<file path="config.mk">
export PLATFORM = sky130hd
export DESIGN_NAME = fb_line_scheduler
export DESIGN_NICKNAME = d
export VERILOG_FILES = /design/src/rtl/fb_pkg.sv /design/src/rtl/fb_rd_pipe.sv /design/src/rtl/fb_line_scheduler.sv
export SDC_FILE = /design/constraint.sdc
export NUM_CORES = 1
export LEC_CHECK = 0
export CORE_MARGIN = 10
export CORE_UTILIZATION = 30
export DETAILED_ROUTE_END_ITERATION = 7
export SLEW_MARGIN = 20
export SYNTH_ARGS = -nofsm -noshare
export SYNTH_HDL_FRONTEND = slang
export SYNTH_SLANG_ARGS = --single-unit
</file>
<file path="constraint.sdc">
create_clock -name clk -period 2.88 [get_ports clk]
set_input_delay 0.288 -clock clk [delete_from_list [all_inputs] [get_ports clk]]
set_output_delay 0.288 -clock clk [all_outputs]
set_load 0.01 [all_outputs]
</file>
<file path="src/rtl/fb_pkg.sv">
// Shared types and constants for the NES frame-buffer line scheduler.
package fb_pkg;

  localparam int NES_W = 256;
  localparam int NES_H = 240;

  typedef logic [8:0] rgb9_t;

  typedef struct packed {
    logic [7:0] y;
    logic [7:0] x;
  } fb_addr_t;

  typedef enum logic [1:0] {
    IDLE  = 2'd0,
    FETCH = 2'd1,
    DRAIN = 2'd2,
    BLANK = 2'd3
  } sched_state_t;

  function automatic fb_addr_t mk_addr(input logic [7:0] y, input logic [7:0] x);
    fb_addr_t a;
    a.y = y;
    a.x = x;
    return a;
  endfunction

endpackage

</file>
<file path="src/rtl/fb_rd_pipe.sv">
// RD_LAT-deep tracker of issued reads: carries valid, pixel index and a zero-fill flag
// so the line buffer write lines up with the cycle ram_rdata is valid.
module fb_rd_pipe #(
  parameter int RD_LAT = 1
) (
  input  logic       clk,
  input  logic       reset_n,
  input  logic       issue,
  input  logic       zero,
  input  logic [7:0] idx,
  output logic       fill_we,
  output logic       fill_zero,
  output logic [7:0] fill_addr
);

  logic [RD_LAT-1:0] vld;
  logic [RD_LAT-1:0] zro;
  logic [7:0]        ix [RD_LAT];

  always_ff @(posedge clk or negedge reset_n) begin
    if (!reset_n) begin
      vld <= '0;
      zro <= '0;
      for (int i = 0; i < RD_LAT; i++) ix[i] <= '0;
    end else begin
      vld[0] <= issue;
      zro[0] <= zero;
      ix[0]  <= idx;
      for (int i = 1; i < RD_LAT; i++) begin
        vld[i] <= vld[i-1];
        zro[i] <= zro[i-1];
        ix[i]  <= ix[i-1];
      end
    end
  end

  assign fill_we   = vld[RD_LAT-1];
  assign fill_zero = zro[RD_LAT-1];
  assign fill_addr = ix[RD_LAT-1];

endmodule

</file>
<file path="src/rtl/fb_line_scheduler.sv">
// Shares the single-port NES frame RAM between display line prefetch and PPU pixel writes.
// Define FB_STATS_EN to add stall_cnt, a saturating count of PPU stall cycles.
module fb_line_scheduler
  import fb_pkg::*;
#(
  parameter int RD_LAT = 1,
  parameter int FAIR_N = 4
) (
  input  logic        clk,
  input  logic        reset_n,
  input  logic        line_req,
  input  logic [7:0]  line_num,
  output logic        line_done,
  output logic        fill_we,
  output logic [7:0]  fill_addr,
  output logic [8:0]  fill_data,
  input  logic        ppu_valid,
  output logic        ppu_ready,
  input  logic [7:0]  ppu_x,
  input  logic [7:0]  ppu_y,
  input  logic [8:0]  ppu_rgb,
  output logic [15:0] ram_addr,
  output logic        ram_we,
  output logic [8:0]  ram_wdata,
  input  logic [8:0]  ram_rdata,
  output logic        overrun,
`ifdef FB_STATS_EN
  output logic [15:0] stall_cnt,
`endif
  output logic [1:0]  dbg_state
);

  localparam logic [7:0] H_LIM     = 8'(NES_H);
  localparam logic [7:0] X_LAST    = 8'(NES_W - 1);
  localparam logic [3:0] SLOT_LAST = 4'(FAIR_N - 1);

  sched_state_t state, state_nx;
  logic [7:0]   line_q, line_nx;
  logic [7:0]   rd_idx, idx_nx;
  logic [3:0]   slot_cnt, slot_nx;
  logic         pend_v;
  logic [7:0]   pend_num;
  logic [7:0]   req_num;
  logic         overrun_q;
  logic         line_done_q;
  logic         take, latch;
  logic         issue, issue_zero;
  logic         ppu_acc, wr_ok, fill_zero;
  fb_addr_t     addr;

  assign req_num = pend_v ? pend_num : line_num;
  // A request not consumed directly by IDLE this cycle goes to the one-entry pending slot.
  assign latch   = line_req && ((state != IDLE) || pend_v);

  always_comb begin
    state_nx   = state;
    line_nx    = line_q;
    idx_nx     = rd_idx;
    slot_nx    = slot_cnt;
    take       = 1'b0;
    issue      = 1'b0;
    issue_zero = 1'b0;
    ppu_acc    = 1'b0;
    case (state)
      IDLE: begin
        ppu_acc = ppu_valid;
        if (pend_v || line_req) begin
          take     = 1'b1;
          line_nx  = req_num;
          idx_nx   = 8'd0;
          slot_nx  = 4'd0;
          state_nx = (req_num < H_LIM) ? FETCH : BLANK;
        end
      end
      FETCH: begin
        slot_nx = (slot_cnt == SLOT_LAST) ? 4'd0 : slot_cnt + 4'd1;
        if ((slot_cnt == SLOT_LAST) && ppu_valid) begin
          ppu_acc = 1'b1;
        end else begin
          issue  = 1'b1;
          idx_nx = rd_idx + 8'd1;
          if (rd_idx == X_LAST) state_nx = DRAIN;
        end
      end
      DRAIN: begin
        ppu_acc = ppu_valid;
        if (fill_we && !fill_zero && (fill_addr == X_LAST)) state_nx = IDLE;
      end
      BLANK: begin
        ppu_acc    = ppu_valid;
        issue      = 1'b1;
        issue_zero = 1'b1;
        idx_nx     = rd_idx + 8'd1;
        if (rd_idx == X_LAST) state_nx = IDLE;
      end
      default: state_nx = IDLE;
    endcase
  end

  // ppu_valid/ppu_ready: a pixel transfers in any cycle where both are high; ppu_ready may
  // follow ppu_valid combinationally, and the PPU holds x/y/rgb while valid is high and ready low.
  assign ppu_ready = ppu_acc & reset_n;
  assign wr_ok     = ppu_ready && (ppu_y < H_LIM);
  assign ram_we    = wr_ok;
  assign ram_wdata = wr_ok ? ppu_rgb : 9'd0;

  always_comb begin
    addr = mk_addr(8'd0, 8'd0);
    if (issue && !issue_zero) addr = mk_addr(line_q, rd_idx);
    else if (wr_ok)           addr = mk_addr(ppu_y, ppu_x);
  end
  assign ram_addr = addr;

  always_ff @(posedge clk or negedge reset_n) begin
    if (!reset_n) begin
      state       <= IDLE;
      line_q      <= '0;
      rd_idx      <= '0;
      slot_cnt    <= '0;
      pend_v      <= 1'b0;
      pend_num    <= '0;
      overrun_q   <= 1'b0;
      line_done_q <= 1'b0;
    end else begin
      state       <= state_nx;
      line_q      <= line_nx;
      rd_idx      <= idx_nx;
      slot_cnt    <= slot_nx;
      line_done_q <= fill_we && (fill_addr == X_LAST);
      if (take && pend_v) pend_v <= 1'b0;
      if (latch) begin
        if (pend_v && !take) begin
          overrun_q <= 1'b1;
        end else begin
          pend_v   <= 1'b1;
          pend_num <= line_num;
        end
      end
    end
  end

  fb_rd_pipe #(.RD_LAT(RD_LAT)) u_rd_pipe (
    .clk       (clk),
    .reset_n   (reset_n),
    .issue     (issue),
    .zero      (issue_zero),
    .idx       (rd_idx),
    .fill_we   (fill_we),
    .fill_zero (fill_zero),
    .fill_addr (fill_addr)
  );

  assign fill_data = (fill_we && !fill_zero) ? ram_rdata : 9'd0;
  assign line_done = line_done_q;
  assign overrun   = overrun_q;
  assign dbg_state = state;

`ifdef FB_STATS_EN
  logic [15:0] stall_q;
  always_ff @(posedge clk or negedge reset_n) begin
    if (!reset_n)                                        stall_q <= '0;
    else if (line_done_q)                                stall_q <= '0;
    else if (ppu_valid && !ppu_ready && stall_q != 16'hFFFF) stall_q <= stall_q + 16'd1;
  end
  assign stall_cnt = stall_q;
`endif

endmodule

</file>
# --- Word-level counts from Yosys, hierarchy flattened ---
# Cells that the tools add are included.
word_totals:
  regBits: 43
  inputBits: 46
  output_inout_bits: 49
  elab_cells: 81
op_classes:
  addsub: 2
  n_lt_le_gt_ge: 2
  eq_ne: 11
  mux: 28
  bitwise: 2
  reduce_logical: 25
ops:
  columns: ["operator", "count"]
  rows:
  - ["$mux 16", 2]
  - ["$mux 8", 3]
  - ["$pmux 8 s3", 1]
  - ["$mux 9", 2]
  - ["$eq 8x8->1 const B", 2]
  - ["$lt 8x8->1 const B", 2]
  - ["$mux 2", 6]
  - ["$ne 2x2->1 const B", 5]
  - ["$logic_and 1x1->1", 9]
  - ["$add 8x1->8 const B", 1]
  - ["$mux 1", 8]
  - ["$mux 4", 2]
  - ["$pmux 2 s4", 1]
  - ["$pmux 4 s2", 1]
  - ["$reduce_and 2->1", 4]
  - ["$reduce_and 5->1", 1]
  - ["$add 4x1->4 const B", 1]
  - ["$eq 2x2->1 const B", 2]
  - ["$eq 4x2->1 const B", 1]
  - ["$pmux 1 s2", 2]
  - ["$reduce_bool 2->1", 2]
  - ["$logic_not 1->1", 3]
  - ["$reduce_and 3->1", 1]
  - ["$reduce_bool 3->1", 1]
  - ["other kinds (6)", 7]

# --- Depth between registers and ports, before layout ---
logic_depth:
  word_depth: 8
  mapped_depth: 8
  mapped_depth_nobuf: 6

# --- By module ---
# From an unflattened synthesis, not the netlist that was laid out.
unflattened:
  hier_cells: 231
  area_unflattened_um2: 2289.7
by_module_without_submodules:
  columns: ["mod", "n_inst", "cells_per_inst", "area_per_inst_um2", "seq_area_each_um2"]
  rows:
  - ["fb_line_scheduler", 1, 221, 2039.5, 825.8]
  - ["fb_rd_pipe", 1, 10, 250.2, 250.2]

# --- Worst setup path before layout ---
# OpenSTA, ideal clock, no wires.
synth_path:
  path_type: "register -> output"
  start: "reg state[1], in the netlist dbg_state[1]"
  end: "out ram_addr[10]"
  t_arrival_ns: 1.727
  t_required_ns: 2.592
  setup_slack_ns: 0.865
  stages_incl_launch_ff: 8
  path_buffers: 2
  cell_sequence: "dfrtp_1 inv_1 ha_1 clkbuf_1 nand2_1 nor2_1 clkbuf_1 o2bb2ai_1"
synth_between:
  elab_chain_len: 7
  word_cells_on_any_way: 14
  classes_between: "eq/ne: 3; mux: 5; bitwise: 1; reduce/logical: 5"
synth_lines:
  columns: ["item", "line_no", "source"]
  rows:
  - ["from (decl)", "fb_line_scheduler.sv:37", "sched_state_t state, state_nx;"]
  - ["from (signal assigned)", "fb_line_scheduler.sv:125", "state <= state_nx;"]
  - ["$eq 2x2->1 or $logic_not 2->1 (tied branches)", "fb_line_scheduler.sv:64", "case (state)"]
  - ["$reduce_or 3->1 (no line)", null, null]
  - ["$pmux 1 s2", "fb_line_scheduler.sv:64", null]
  - ["$and 1x1->1", "fb_line_scheduler.sv:102", "assign ppu_ready = ppu_acc & reset_n;"]
  - ["$logic_and 1x1->1", "fb_line_scheduler.sv:103", "assign wr_ok = ppu_ready && (ppu_y < H_LIM);"]
  - ["$mux 16", "fb_line_scheduler.sv:110", "else if (wr_ok) addr = mk_addr(ppu_y, ppu_x);"]
  - ["$mux 16 (*)", "fb_line_scheduler.sv:109", "if (issue && !issue_zero) addr = mk_addr(line_q, rd_idx);"]
  - ["to (decl)", "fb_line_scheduler.sv:22", "output logic [15:0] ram_addr,"]
# Mark *: on every way between the ends. The rest lies on a longest branch, timed or not.

# --- Final worst setup path ---
layout_path:
  start: "reg slot_cnt[0]"
  end: "out ram_addr[0]"
layout_between:
  elab_chain_len: 8
  word_cells_on_any_way: 11
  classes_between: "eq/ne: 1; mux: 6; bitwise: 1; reduce/logical: 3"
layout_lines:
  columns: ["item", "line_no", "source"]
  rows:
  - ["from (decl)", "fb_line_scheduler.sv:40", "logic [3:0] slot_cnt, slot_nx;"]
  - ["from (signal assigned)", "fb_line_scheduler.sv:128", "slot_cnt <= slot_nx;"]
  - ["$eq 4x2->1 (*)", "fb_line_scheduler.sv:77", "if ((slot_cnt == SLOT_LAST) && ppu_valid) begin"]
  - ["$logic_and 1x1->1 (*)", "fb_line_scheduler.sv:77", null]
  - ["$mux 1", "fb_line_scheduler.sv:77", null]
  - ["$pmux 1 s2", "fb_line_scheduler.sv:64", null]
  - ["$and 1x1->1", "fb_line_scheduler.sv:102", null]
  - ["$logic_and 1x1->1", "fb_line_scheduler.sv:103", null]
  - ["$mux 16", "fb_line_scheduler.sv:110", null]
  - ["$mux 16 (*)", "fb_line_scheduler.sv:109", null]
# Marked as above.

==> results.yml <==
synthesis:
  synth_common_cells: "dfrtp_1 (43), nand2_1 (27), o22ai_1 (18)"
  synth.ff_latch_count: 43
  ys_async_sr_fraction_pct: 100.0
  syn_avg_cell_area_um2: 9.823
  synth_area_leaders: "dfrtp_1 (47%), o2bb2ai_1 (5.7%), o22ai_1 (4.9%), nand2_1 (4.4%), ha_1 (4.3%)"
  post-synth-top-count-cell: "dfrtp_1"
  synth-edff-count: 0
  ys_seq_area_share_pct: 46.61
  syn_nets: 289
  synth_top_area_share_pct: 46.61
  ys_types: 41
  synthCells: 235
  synth_warnings: 0
  yosysTopAreaCell: "dfrtp_1"
  dominantRegCellSynth: "dfrtp_1"
  syn_area_um2: 2308
worst_hold_path:
  min_path_type: "in -> async"
setup_path:
  endpoint_kind: "output port"
  crit_required_ns: 2.59
  cp_max_fo: 7
  worstSetupStartpointType: "flip-flop"
  setup.worst_path.class: "reg -> out"
  arrival_ns: 2.46
sta:
  fin_setup_tns_ns: 0
  rsz0062_at_grt: "false"
  finalCriticalPeriod_ns: 2.744
  hold_viol_final: 0
  fin_crit_sh_pct: 95.28
  worstMarginPinSlew_ns: 0.5448
  finalSetupViolCount: 0
  report.final.slew_viol_count: 0
  slew_headroom_pct: 63.68
  clock_skew_ns: 0.004509
  worst_slack_ns: 0.1360
  clock.fmax_ghz: 0.3644
clock_network:
  numClockSinks: 43
  clk_pin_slew_ns: 0.08
  numCtsBuffers: 5
  insertion_delay_ns: 0.29
  postCtsSetupBuffers: 0
  ctsHtreeMaxLevel: 2
  cts-root-buf: "clkbuf_8"
  ctsHoldBuffers: 0
  ctsLongestPathBuffers: 2
  tritoncts: "built"
cells_and_area:
  final_nets: 389
  layout-drive-gt1-share_pct: 9.226
  nFillCells: 686
  num_antenna_cells: 0
  syn_to_final_growth_pct: 52.41
power:
  ir_drop_mv: 0.4485
  power.density_nw_per_um2: 837.5
  fin_total_pwr_w: 0.002947
  p_leak_nw: 1.596
placement:
  dp_hpwl_um: 5631
  routabilityCongestion: 0.7956
  dp_slack_ns: 0.1681
  portBuffers: 94
global_routing:
  antenna_found_initial: 0
  grt_pass1_wl_um: 11070
  grt_max_degree: 44
  grt_overflow: 0
  grt_pass1_vias: 2092
  track_usage_pct: 11.75
floorplan:
  fp.dieH_um: 107.7
  coreArea_um2: 7370
  dieArea_um2: 11600
  die_w_um: 107.7
  initial_core_util_pct: 31.32
  num_rows: 31
  io_pins: 95
detailed_routing:
  vias: 2227
  drtIter0Drc: 88
  wire_per_inst_um: 16.61
  routed_wl_um: 7226
  routed_via_density: 5.120
  post-route-drc-count: 0
  final_antenna_net_count: 0
  first_pass_iters: 4
run:
  cap_violations: 0
run_status:
  status: "finished, final reports clean"
-- routing by layer --
metal / up-vias / GRT usage (%) / wire length [um]
li1: 1080 / - / -
met1: 1042 / 14.86 / 3148
met2: 97 / 18.65 / 3410
met3: 8 / 3.952 / 599
met4: 0 / 3.149 / 67
met5: - / 0 / 0
-- layout make-up --
class	count	area, um2	share of cell area [%]
inverter	9	33.78	0.9602
tap	99	123.9	3.521
multi-input combinational	173	1171	33.29
clock inverter	3	20.02	0.5690
clock buffer	5	68.82	1.956
timing repair buffer	103	1025	29.13
sequential	43	1076	30.58
-- state kept, by name (all words and copies together) (netlist names) --
name                 count
u_rd_pipe.fill_addr      8
pend_v                   1
u_rd_pipe.fill_zero      1
line_done                1
rd_idx                   8
line_q                   8
pend_num                 8
dbg_state                2
overrun                  1
slot_cnt                 4
u_rd_pipe.fill_we        1
-- path summary, 6_finish.rpt --
check,depth (start not counted),slack (ns),startpoint,endpoint
worst max-delay path,6,0.14,slot_cnt[0]$_DFFE_PN0P_,ram_addr[0]
worst min-delay path,2,0.1,reset_n,pend_v$_DFF_PN0_
worst max register to register,7,0.53,dbg_state[1]$_DFFE_PN0P_,rd_idx[5]$_DFFE_PN0P_
worst min register to register,0,0.49,rd_idx[6]$_DFFE_PN0P_,u_rd_pipe.fill_addr[6]$_DFF_PN0_
max in group asynchronous,2,2.40,reset_n,line_q[3]$_DFFE_PN0P_
min in group clk,0,0.49,rd_idx[6]$_DFFE_PN0P_,u_rd_pipe.fill_addr[6]$_DFF_PN0_
-- placed cells by master (no fill, tap or decap), types with 3 or more instances in the layout --
master,netlist,routed
a21oi_1,15,14
and2_1,10,10
and3_1,10,10
buf_4,0,9
clkbuf_8,0,5
clkdlybuf4s50_1,0,83
dfrtp_1,43,43
dlymetal6s2s_1,0,9
ha_1,8,7
inv_1,8,8
mux2_2,8,8
nand2_1,27,26
nand3_1,7,7
nand4_1,6,6
nor2_1,4,4
nor3_1,5,5
o21ai_1,5,5
o22ai_1,18,18
o2bb2ai_1,15,15
o31ai_1,4,4
or4_1,3,3
-- timing repair --
action,CTS,global route
pin swaps,0,1
endpoints found under the setup margin,12,9
gates resized for setup,4,10
-- power breakdown --
part           leakage (nW)  switching [W]  total, W  internal [W]
clock                0.0402       0.000210  0.000379      0.000169
combinational          1.01       0.000818   0.00160      0.000785
sequential            0.543       0.000168  0.000965      0.000797
total                  1.60        0.00120   0.00295       0.00175
-- metrics by stage --
| step | hold WS [ns] | instances | utilization (%) | instance area, um2 |
|---|---|---|---|---|
| after floorplan | -0.007591 | 235 | - | 2308 |
| after global placement | 0.4591 | 427 | 46.06 | 3395 |
| after detailed placement | 0.4498 | 427 | 46.06 | 3395 |
| after CTS | 0.1221 | 435 | 47.37 | 3491 |
| after global routing | 0.1460 | 435 | 47.74 | 3518 |
| final | 0.09867 | 435 | 47.74 | 3518 |
-- cell families (layout without fill, tap and decap cells) --
family / after synthesis / in the layout / share of synthesized area, %
simple gates: 83 / 83 / 19.40
compound gates: 70 / 70 / 20.70
flops: 43 / 43 / 46.61
buf+inv: 19 / 120 / 3.252
mux: 10 / 10 / 4.878
fa+ha+maj: 9 / 9 / 4.770
xor+xnor: 1 / 1 / 0.3795
-- worst max-delay path: stages, from the launching register on --
cell and delay [ns]:
dfrtp_1 0.40, ha_2 0.23, or3b_1 0.39, a21oi_2 0.22
nand2_4 0.11, o2bb2ai_1 0.23, clkdlybuf4s50_1 0.58
No activity file was read; power rests on OpenSTA's default activity.
